$ cat src/rtl/serial_adder.sv
// Bit-serial N-bit adder: one full-adder cell plus a carry flop, LSB first.
// The result, carry-out and signed overflow are registered and held between operations.
module serial_adder #(
    parameter int N = 4
) (
    input  logic         clk,
    input  logic         rst,
    input  logic         start,
    input  logic [N-1:0] a,
    input  logic [N-1:0] b,
    input  logic         cin,
    output logic         busy,
    output logic         done,
    output logic [N-1:0] sum,
    output logic         cout,
    output logic         overflow
);

    localparam int CW = (N > 2) ? $clog2(N) : 1;
    localparam logic [CW-1:0] LAST = CW'(N - 1);
    localparam logic [CW-1:0] PENULT = CW'(N - 2);

    typedef enum logic [1:0] {
        IDLE = 2'd0,
        ADD  = 2'd1,
        DONE = 2'd2
    } state_t;

    state_t        state, state_next;
    logic [N-1:0]  a_sh, b_sh, s_sh;
    logic          c, c_msb_in;
    logic [CW-1:0] cnt;
    logic          fa_s, fa_c;
    logic          done_r, cout_r, ovf_r;
    logic [N-1:0]  sum_r;

    assign fa_s = a_sh[0] ^ b_sh[0] ^ c;
    assign fa_c = (a_sh[0] & b_sh[0]) | (a_sh[0] & c) | (b_sh[0] & c);

    always_ff @(posedge clk) begin
        if (rst) state <= IDLE;
        else     state <= state_next;
    end

    always_comb begin
        state_next = state;
        case (state)
            IDLE:    if (start) state_next = ADD;
            ADD:     if (cnt == LAST) state_next = DONE;
            DONE:    state_next = IDLE;
            default: state_next = IDLE;
        endcase
    end

    always_ff @(posedge clk) begin
        if (rst) begin
            a_sh     <= '0;
            b_sh     <= '0;
            s_sh     <= '0;
            c        <= 1'b0;
            c_msb_in <= 1'b0;
            cnt      <= '0;
            done_r   <= 1'b0;
            sum_r    <= '0;
            cout_r   <= 1'b0;
            ovf_r    <= 1'b0;
        end else begin
            done_r <= 1'b0;
            case (state)
                IDLE: begin
                    if (start) begin
                        a_sh <= a;
                        b_sh <= b;
                        c    <= cin;
                        cnt  <= '0;
                    end
                end
                ADD: begin
                    a_sh <= a_sh >> 1;
                    b_sh <= b_sh >> 1;
                    s_sh <= {fa_s, s_sh[N-1:1]};
                    c    <= fa_c;
                    cnt  <= cnt + CW'(1);
                    // the carry leaving bit N-2 is the carry into the MSB
                    if (cnt == PENULT) c_msb_in <= fa_c;
                end
                DONE: begin
                    sum_r  <= s_sh;
                    cout_r <= c;
                    ovf_r  <= c_msb_in ^ c;
                    done_r <= 1'b1;
                end
                default: ;
            endcase
        end
    end

    assign busy     = (state != IDLE);
    assign done     = done_r;
    assign sum      = sum_r;
    assign cout     = cout_r;
    assign overflow = ovf_r;

endmodule

$ cat config.mk
export PLATFORM = sky130hd
export DESIGN_NAME = serial_adder
export DESIGN_NICKNAME = d
export VERILOG_FILES = /design/src/rtl/serial_adder.sv
export SDC_FILE = /design/constraint.sdc
export NUM_CORES = 1
export LEC_CHECK = 0
export BUFFER_PORTS_ARGS = -buffer_cell sky130_fd_sc_hd__clkbuf_2
export CAP_MARGIN = 30
export CORE_MARGIN = 4
export CORE_UTILIZATION = 25
export DETAILED_ROUTE_END_ITERATION = 12
export GPL_ROUTABILITY_DRIVEN = 0
export PLACE_DENSITY = 0.45
export SETUP_SLACK_MARGIN = 0.2
export SYNTH_ARGS = -nofsm -noshare
export SYNTH_HDL_FRONTEND = slang
export SYNTH_SLANG_ARGS = --single-unit
$ cat constraint.sdc
create_clock -name clk -period 1.35 [get_ports clk]
set_input_delay 0.135 -clock clk [delete_from_list [all_inputs] [get_ports clk]]
set_output_delay 0.135 -clock clk [all_outputs]
set_load 0.05 [all_outputs]
* Yosys cells after proc, flatten, opt, wreduce, memory -nomap -nowiden
Index checks and enable logic that the tools add are counted.
** Operators by class
- $add $sub $neg :: 1
- Equality and inequality tests :: 6
- Muxes and demuxes :: 12
- Bitwise operators :: 8
- Reductions and logical operators :: 6
** Operator list (number)
- one-hot mux 4 bit (2 select lines) :: 2
- 2-to-1 mux 4 bit :: 2
- one-hot mux 2 bit (2 select lines) :: 2
- == test 2 bit (second input constant) :: 3
- 2-to-1 mux 2 bit :: 3
- AND reduction 2 bit :: 3
- inequality test 2 bit (second input constant) :: 2
- nonzero test 2 bit :: 2
- bitwise AND 1 bit :: 3
- XOR 1 bit :: 3
- adder 2 x 1 -> 2 bit (second input constant) :: 1
- == test 2 x 1 -> 1 bit (second input constant) :: 1
- logical NOT 2 bit :: 1
- 2-to-1 mux 1 bit :: 2
- OR 1 bit :: 2
- one-hot mux 1 bit (2 select lines) :: 1
** Word-level totals
- Bits in registers :: 25
- Input bits :: 12
- Output and inout port bits :: 8
- Logic and storage cells :: 44

* Depth between registers and ports, before layout
Gate-level depths: netlist (run 1).
- Depth after elaboration :: 4
- Depth in mapped cells :: 5

* Least setup slack after synthesis (run 1)
Ideal clock, no wire load.
- Kind :: flip-flop to flip-flop
- From :: register c
- To :: register c
- Arrival :: 0.967 ns
- Data required time :: 1.223 ns
- Setup slack :: 0.256 ns
- Stages on the path, launching flop included :: 4
- Path through :: dfxtp_1 > fa_1 > o21bai_1 > a221oi_2
** On the way
- Word-level cells in the longest chain between the ends :: 4
- Elaborated cells between the ends (all ways) :: 5
- Those cells by class :: mux: 1; bitwise: 4
** Ends and longest elaborated chain
- start: declaration :: RTL line 31 : logic c, c_msb_in;
- start signal: assignment :: RTL line 74 : c <= cin;
- bitwise AND 1 bit :: RTL line 38 : assign fa_c = (a_sh[0] & b_sh[0]) | (a_sh[0] & c) | (b_sh[0] & c);
- OR 1 bit :: RTL line 38
- OR 1 bit (*) :: RTL line 38
- net fa_c :: RTL line 33 : logic fa_s, fa_c;
- one-hot mux 1 bit (2 select lines) (*) :: RTL line 69 : case (state)
Mark *: on every way through the listed nets, which the timed path passes. The rest lies on a longest branch.
A chain may end at the register's enable or synchronous reset.

* Final worst setup path (run 1)
- From :: register c
- To :: register s_sh[3]
** On the way
- Word-level cells in the longest chain between the ends :: 1
** Ends and longest elaborated chain
- XOR 1 bit :: RTL line 37 : assign fa_s = a_sh[0] ^ b_sh[0] ^ c;
- net fa_s :: RTL line 33
- end signal: assignment :: RTL line 81 : s_sh <= {fa_s, s_sh[N-1:1]};
- end: declaration :: RTL line 30 : logic [N-1:0] a_sh, b_sh, s_sh;
The timed path passes the listed nets, and every way through them passes these cells.

==> results of run 1 <==
[area by class of cell]
cell class,count,share of cell area [%]
clock buffers,4,3.28
inverters,10,2.92
multi-input cells,81,40.3
flip-flops and latches,25,37.3
well taps,52,4.74
repair buffers,25,11.4
[cells by family (layout without fill, tap and decap cells)]
family	Yosys count	in the layout	synth area share, %
adder cells (fa/ha/maj)	3	3	3.96
flip-flops	25	25	44.0
AND/OR/NAND/NOR	40	40	17.6
multiplexers	2	2	1.76
AO/OA/AOI/OAI	35	35	23.4
XOR/XNOR	1	1	0.769
buffers and inverters	18	39	8.57
[how the worst max path moves through the flow]
stage                  start      end  slack [ns]
floorplan                  c        c        0.26
global placement           c        c        0.16
detailed placement  state[1]  a_sh[2]        0.09
CTS                 state[0]     busy        0.20
global route        state[0]     busy        0.16
finish                     c  s_sh[3]        0.22
[state kept, by name, summed over array words and instances (netlist names)]
| signal | flops |
|---|---|
| a_sh | 4 |
| b_sh | 4 |
| c | 1 |
| c_msb_in | 1 |
| cnt | 2 |
| cout | 1 |
| done | 1 |
| overflow | 1 |
| s_sh | 4 |
| state | 2 |
| sum | 4 |
[cell usage in the layout (no fill, tap or decap), drive strengths merged, types with 3 or more instances in the layout]
cell | netlist | layout
dfxtp | 25 | 25
a21oi | 13 | 13
clkbuf | 1 | 23
inv | 10 | 10
o21bai | 3 | 3
o22ai | 5 | 5
nor2b | 3 | 3
nand2 | 19 | 19
buf | 7 | 6
nor2 | 10 | 10
a211oi | 4 | 4
[layer usage]
metal	part of all wire [%]	wire length, µm	vias to the layer above
li1	-	-	470
met1	47	1100	407
met2	47	1110	16
met3	4.5	106	5
met4	1.0	24	0
met5	0	0	-
[worst max-delay path, stage by stage, from the launching register on]
cell     delay (ns)
dfxtp_4        0.36
fa_2           0.56
nand2_1        0.05
a21oi_1        0.11
[power groups by stage]
| stage | logic [mW] | registers, mW | clock network (mW) |
|---|---|---|---|
| 6_report | 0.191 | 0.797 | 0.448 |
| 5_1_grt | 0.210 | 0.803 | 0.502 |
| 4_1_cts | 0.182 | 0.798 | 0.467 |
| 3_5_place_dp | 0.176 | 0.817 | 0 |
| 3_3_place_gp | 0.173 | 0.816 | 0 |
| 2_1_floorplan | 0.144 | 0.805 | 0 |
[what timing repair did]
action / CTS / global route
endpoints found under the setup margin: 15 / 11
resized for setup: 8 / 6
pin swaps: 1 / 2
hold buffers: 0 / 0
endpoints found under the hold margin: 0 / 0
buffers inserted: 0 / 2
==> impl_metrics.tcl, run 1 <==
set metrics [dict create \
    power_switching_uw 368 \
    hold_slack_ns 0.0862 \
    dp_hpwl_um 1740 \
    r2r_slack_ns 0.22 \
    cts_made_buffers 3 \
    pwr-share-clk_pct 31.2 \
    sequentialPowerShare_pct 55.5 \
    viasPerCell 4.56 \
    syn-cell-area_um2 1140 \
    wl_um 2340 \
    hold_violations 0 \
    rr_worst_depth 3 \
    clk_latency_ns 0.27 \
    yosysMostFrequentCell "dfxtp_1" \
    final_nets 161 \
    internal-power_mw 1.07 \
    switching_share_pct 25.6 \
    gr-max-usage-layer "met2" \
    netlist_instances 124 \
    whs_path_depth 3 \
    final_cell_area_um2 1370 \
    p_leak_nw 0.541 \
    p_per_area_nw_per_um2 1050 \
    post-route-drc-count 0 \
    syn2layout_area_growth_pct 20.4 \
    drive_above_1_share_pct 30.3 \
    finalSetupViolations 0 \
    ys_top_cells_by_count "dfxtp_1 (25), nand2_1 (19), a21oi_1 (13)" \
    slew_headroom_pct 78.8 \
    dieHeight_um 75.5 \
    yosysUniqueCellTypes 37 \
    dr.pass1.iters 4 \
    min_period_ns 1.13 \
    overflow 0 \
    fin_crit_sh_pct 84.1 \
    grt_pass1_wl_um 4090 \
    grt.total_usage_pct 9.31 \
    grt_max_degree 15 \
    cp.required_ns 1.55 \
    min_to "c" \
    pre_cts_ws_ns 0.0871 \
    synth_flop_cell "dfxtp_1" \
    placed_area_um2 1270 \
    synth.area.top_cells "dfxtp_1 (44%), nand2_1 (6.3%), a21oi_1 (5.7%)" \
    cp-start-kind "flip-flop" \
    fin_tns_setup_ns 0 \
    p_total_mw 1.44 \
    drt_iter0_drc 17 \
    htreeDepth 1 \
    power_frac_comb_pct 13.3 \
    path_class "flip-flop to flip-flop" \
    yosys_warnings 0 \
    crit_fanout 3 \
    r2r_start "c" \
    gr-usage-met1_pct 12.0 \
    worstHoldStart "cin" \
    hold_class "input pin to flip-flop" \
    async_flop_share_pct 0 \
    vias 898 \
    synth_top_cell_by_area "dfxtp_1" \
    use_met2_pct 15.0 \
    synth_top_area_share_pct 44.0 \
    crit_path_end_kind "flip-flop" \
    clk_pin_slew_ns 0.09 \
    antenna_found_initial 0 \
    worst-slew-pin-transition_ns 0.318 \
    diodes 0 \
    fillers 478 \
    first_global_vias 894 \
    place_inst 191 \
    final_cells 197 \
    timing.final.ws_setup_ns 0.215 \
    synth-seq-cells 25 \
    drv_slew 0 \
    vdd_drop_max_mv 0.549 \
    cts_sinks 25 \
    cts_tree "done" \
    antenna_left 0 \
    synth_fp_nets 139 \
    avgSynthCellArea_um2 9.18 \
    ioPinCount 20 \
    register_area_um2 512 \
    cts_root_buf "clkbuf_8" \
    multi_input_area_um2 553 \
    post_drt_wl_per_cell_um 11.9 \
    rows 24 \
    skew_ns 0.00409 \
    final_util_pct 31.3 \
    outcome "finished clean" \
    die_area_um2 5700 \
    core-area_um2 4380 \
    clk_path_buf_depth 2 \
    crit_arrival_ns 1.34 \
    worstReg2RegEnd "s_sh[3]" \
    synth.yosys.seq_area_share_pct 44.0 \
    io_buffers 19 \
    maxCapViolations 0 \
    grt.met3_usage_pct 2.77 \
    die_w_um 75.5 \
    start_util_pct 26.0 \
    max_freq_mhz 881 \
    rsz0062_at_grt "true" \
    synth-edff-count 0 \
]
Power figures use the tool's default switching activity.
==> run 2: changes to the inputs <==
clock period = 1.1 ns   (was 1.35 ns; I/O delays follow)
==> impl_metrics.tcl, run 2 (synthesized netlist as in run 1, its figures left out) <==
set metrics [dict create \
    worstReg2RegEnd "s_sh[3]" \
    htreeDepth 1 \
    rr_worst_depth 3 \
    worst-slew-pin-transition_ns 0.305 \
    postCtsHoldBufs 0 \
    min_period_ns 1.13 \
    dr.pass1.iters 4 \
    overflow 0 \
    crit_path_end_kind "flip-flop" \
    finalSetupViolations 2 \
    slew_headroom_pct 79.7 \
    grt_max_degree 17 \
    crit_fanout 2 \
    clk_path_buf_depth 2 \
    maxCapViolations 0 \
    cts_tree "done" \
    fin_tns_setup_ns -0.0362 \
    rows 24 \
    hold_violations 0 \
    cp.required_ns 1.32 \
    skew_ns 0.00870 \
    place_inst 199 \
    rsz0062_at_grt "true" \
    violations "negative setup slack" \
    io_buffers 19 \
    syn2layout_area_growth_pct 62.2 \
    start_util_pct 26.0 \
    final_cell_mix "dfxtp_1 (13), dfxtp_2 (12), clkbuf_2 (11), buf_6 (10), buf_4 (10)" \
    cts_made_buffers 3 \
    grt.total_usage_pct 11.6 \
    clk_latency_ns 0.27 \
    path_class "flip-flop to flip-flop" \
    die_w_um 75.5 \
    whs_path_depth 3 \
    viasPerCell 4.75 \
    antenna_found_initial 0 \
    dieHeight_um 75.5 \
    die_area_um2 5700 \
    fin_crit_sh_pct 103 \
    ioPinCount 20 \
    antenna_left 0 \
    final_common_cell "dfxtp_1" \
    dp_hpwl_um 1940 \
    crit_arrival_ns 1.35 \
    final_nets 178 \
    drive_above_1_share_pct 63.0 \
    final_cells 214 \
    p_per_area_nw_per_um2 1030 \
    final_util_pct 42.1 \
    min_to "c" \
    worstHoldStart "cin" \
    cts_root_buf "clkbuf_8" \
    vdd_drop_max_mv 0.444 \
    timing.final.ws_setup_ns -0.0305 \
    r2r_start "c" \
    clk_pin_slew_ns 0.10 \
    vias 1017 \
    wl_um 3040 \
    grt_pass1_wl_um 4940 \
    first_global_vias 1049 \
    pre_cts_ws_ns -0.0131 \
    post-route-drc-count 0 \
    outcome "finished, violations left" \
    diodes 0 \
    p_leak_nw 0.762 \
    drt_iter0_drc 38 \
    post_drt_wl_per_cell_um 14.2 \
    max_freq_mhz 885 \
    hold_class "input pin to flip-flop" \
    drv_slew 0 \
    cts_sinks 25 \
    core-area_um2 4380 \
    r2r_slack_ns -0.03 \
    cp-start-kind "flip-flop" \
]
==> run 2: worst max-delay path, stage by stage, from the launching register on <==
cell and delay, ns:
dfxtp_2 0.35, fa_2 0.56, nand2_1 0.06, a21oi_2 0.11
==> run 2: timing repair <==
action,4_1_cts,5_1_grt
gates resized for setup,56,29
gates cloned,2,0
buffers inserted,7,2
setup endpoints to repair,32,33
pin swaps,11,13
hold endpoints to repair,0,0
==> run 2: final cells by class <==
| type | count | area (µm²) |
|---|---|---|
| fillers | 437 | 2540 |
| multi-input cells | 82 | 719 |
| flip-flops and latches | 25 | 515 |
| repair buffers | 41 | 448 |
| well taps | 52 | 65.1 |
| inverters | 10 | 50.0 |
| clock buffers | 3 | 41.3 |
| clock inverters | 1 | 7.51 |
==> run 2: metal layers <==
metal | vias to the layer above | track usage [%] | part of all wire, %
met4 | 0 | 5.24 | 1.7
met3 | 4 | 1.85 | 2.7
met2 | 14 | 19.6 | 50
li1 | 502 | - | -
met5 | - | 0 | 0
met1 | 497 | 14.5 | 45
==> run 2: how the worst max path moves through the flow <==
| stage | from | to | slack [ns] | cells past startpoint |
|---|---|---|---|---|
| after floorplan | c | s_sh[3] | 0.02 | 3 |
| after global placement | state[0] | a_sh[3] | 0.01 | 4 |
| after detailed placement | c | s_sh[3] | -0.01 | 3 |
| after CTS | c | s_sh[3] | -0.04 | 3 |
| after global routing | state[0] | cnt[0] | -0.08 | 5 |
| final | c | s_sh[3] | -0.03 | 3 |
==> run 2: stage by stage <==
step / hold WS [ns] / total power [mW] / instance area (µm²)
finish: 0.0640 / 1.90 / 1850
global route: 0.0618 / 1.99 / 1850
CTS: 0.0614 / 1.90 / 1730
detailed placement: 0.360 / 1.27 / 1370
global placement: 0.345 / 1.26 / 1370
floorplan: 0.247 / 1.18 / 1170
==> run 2: power breakdown <==
group | total (mW) | switching, mW | leakage, nW | internal (mW)
registers | 0.985 | 0.0396 | 0.210 | 0.945
logic | 0.346 | 0.171 | 0.531 | 0.175
clock network | 0.568 | 0.311 | 0.0217 | 0.257
total | 1.90 | 0.521 | 0.762 | 1.38
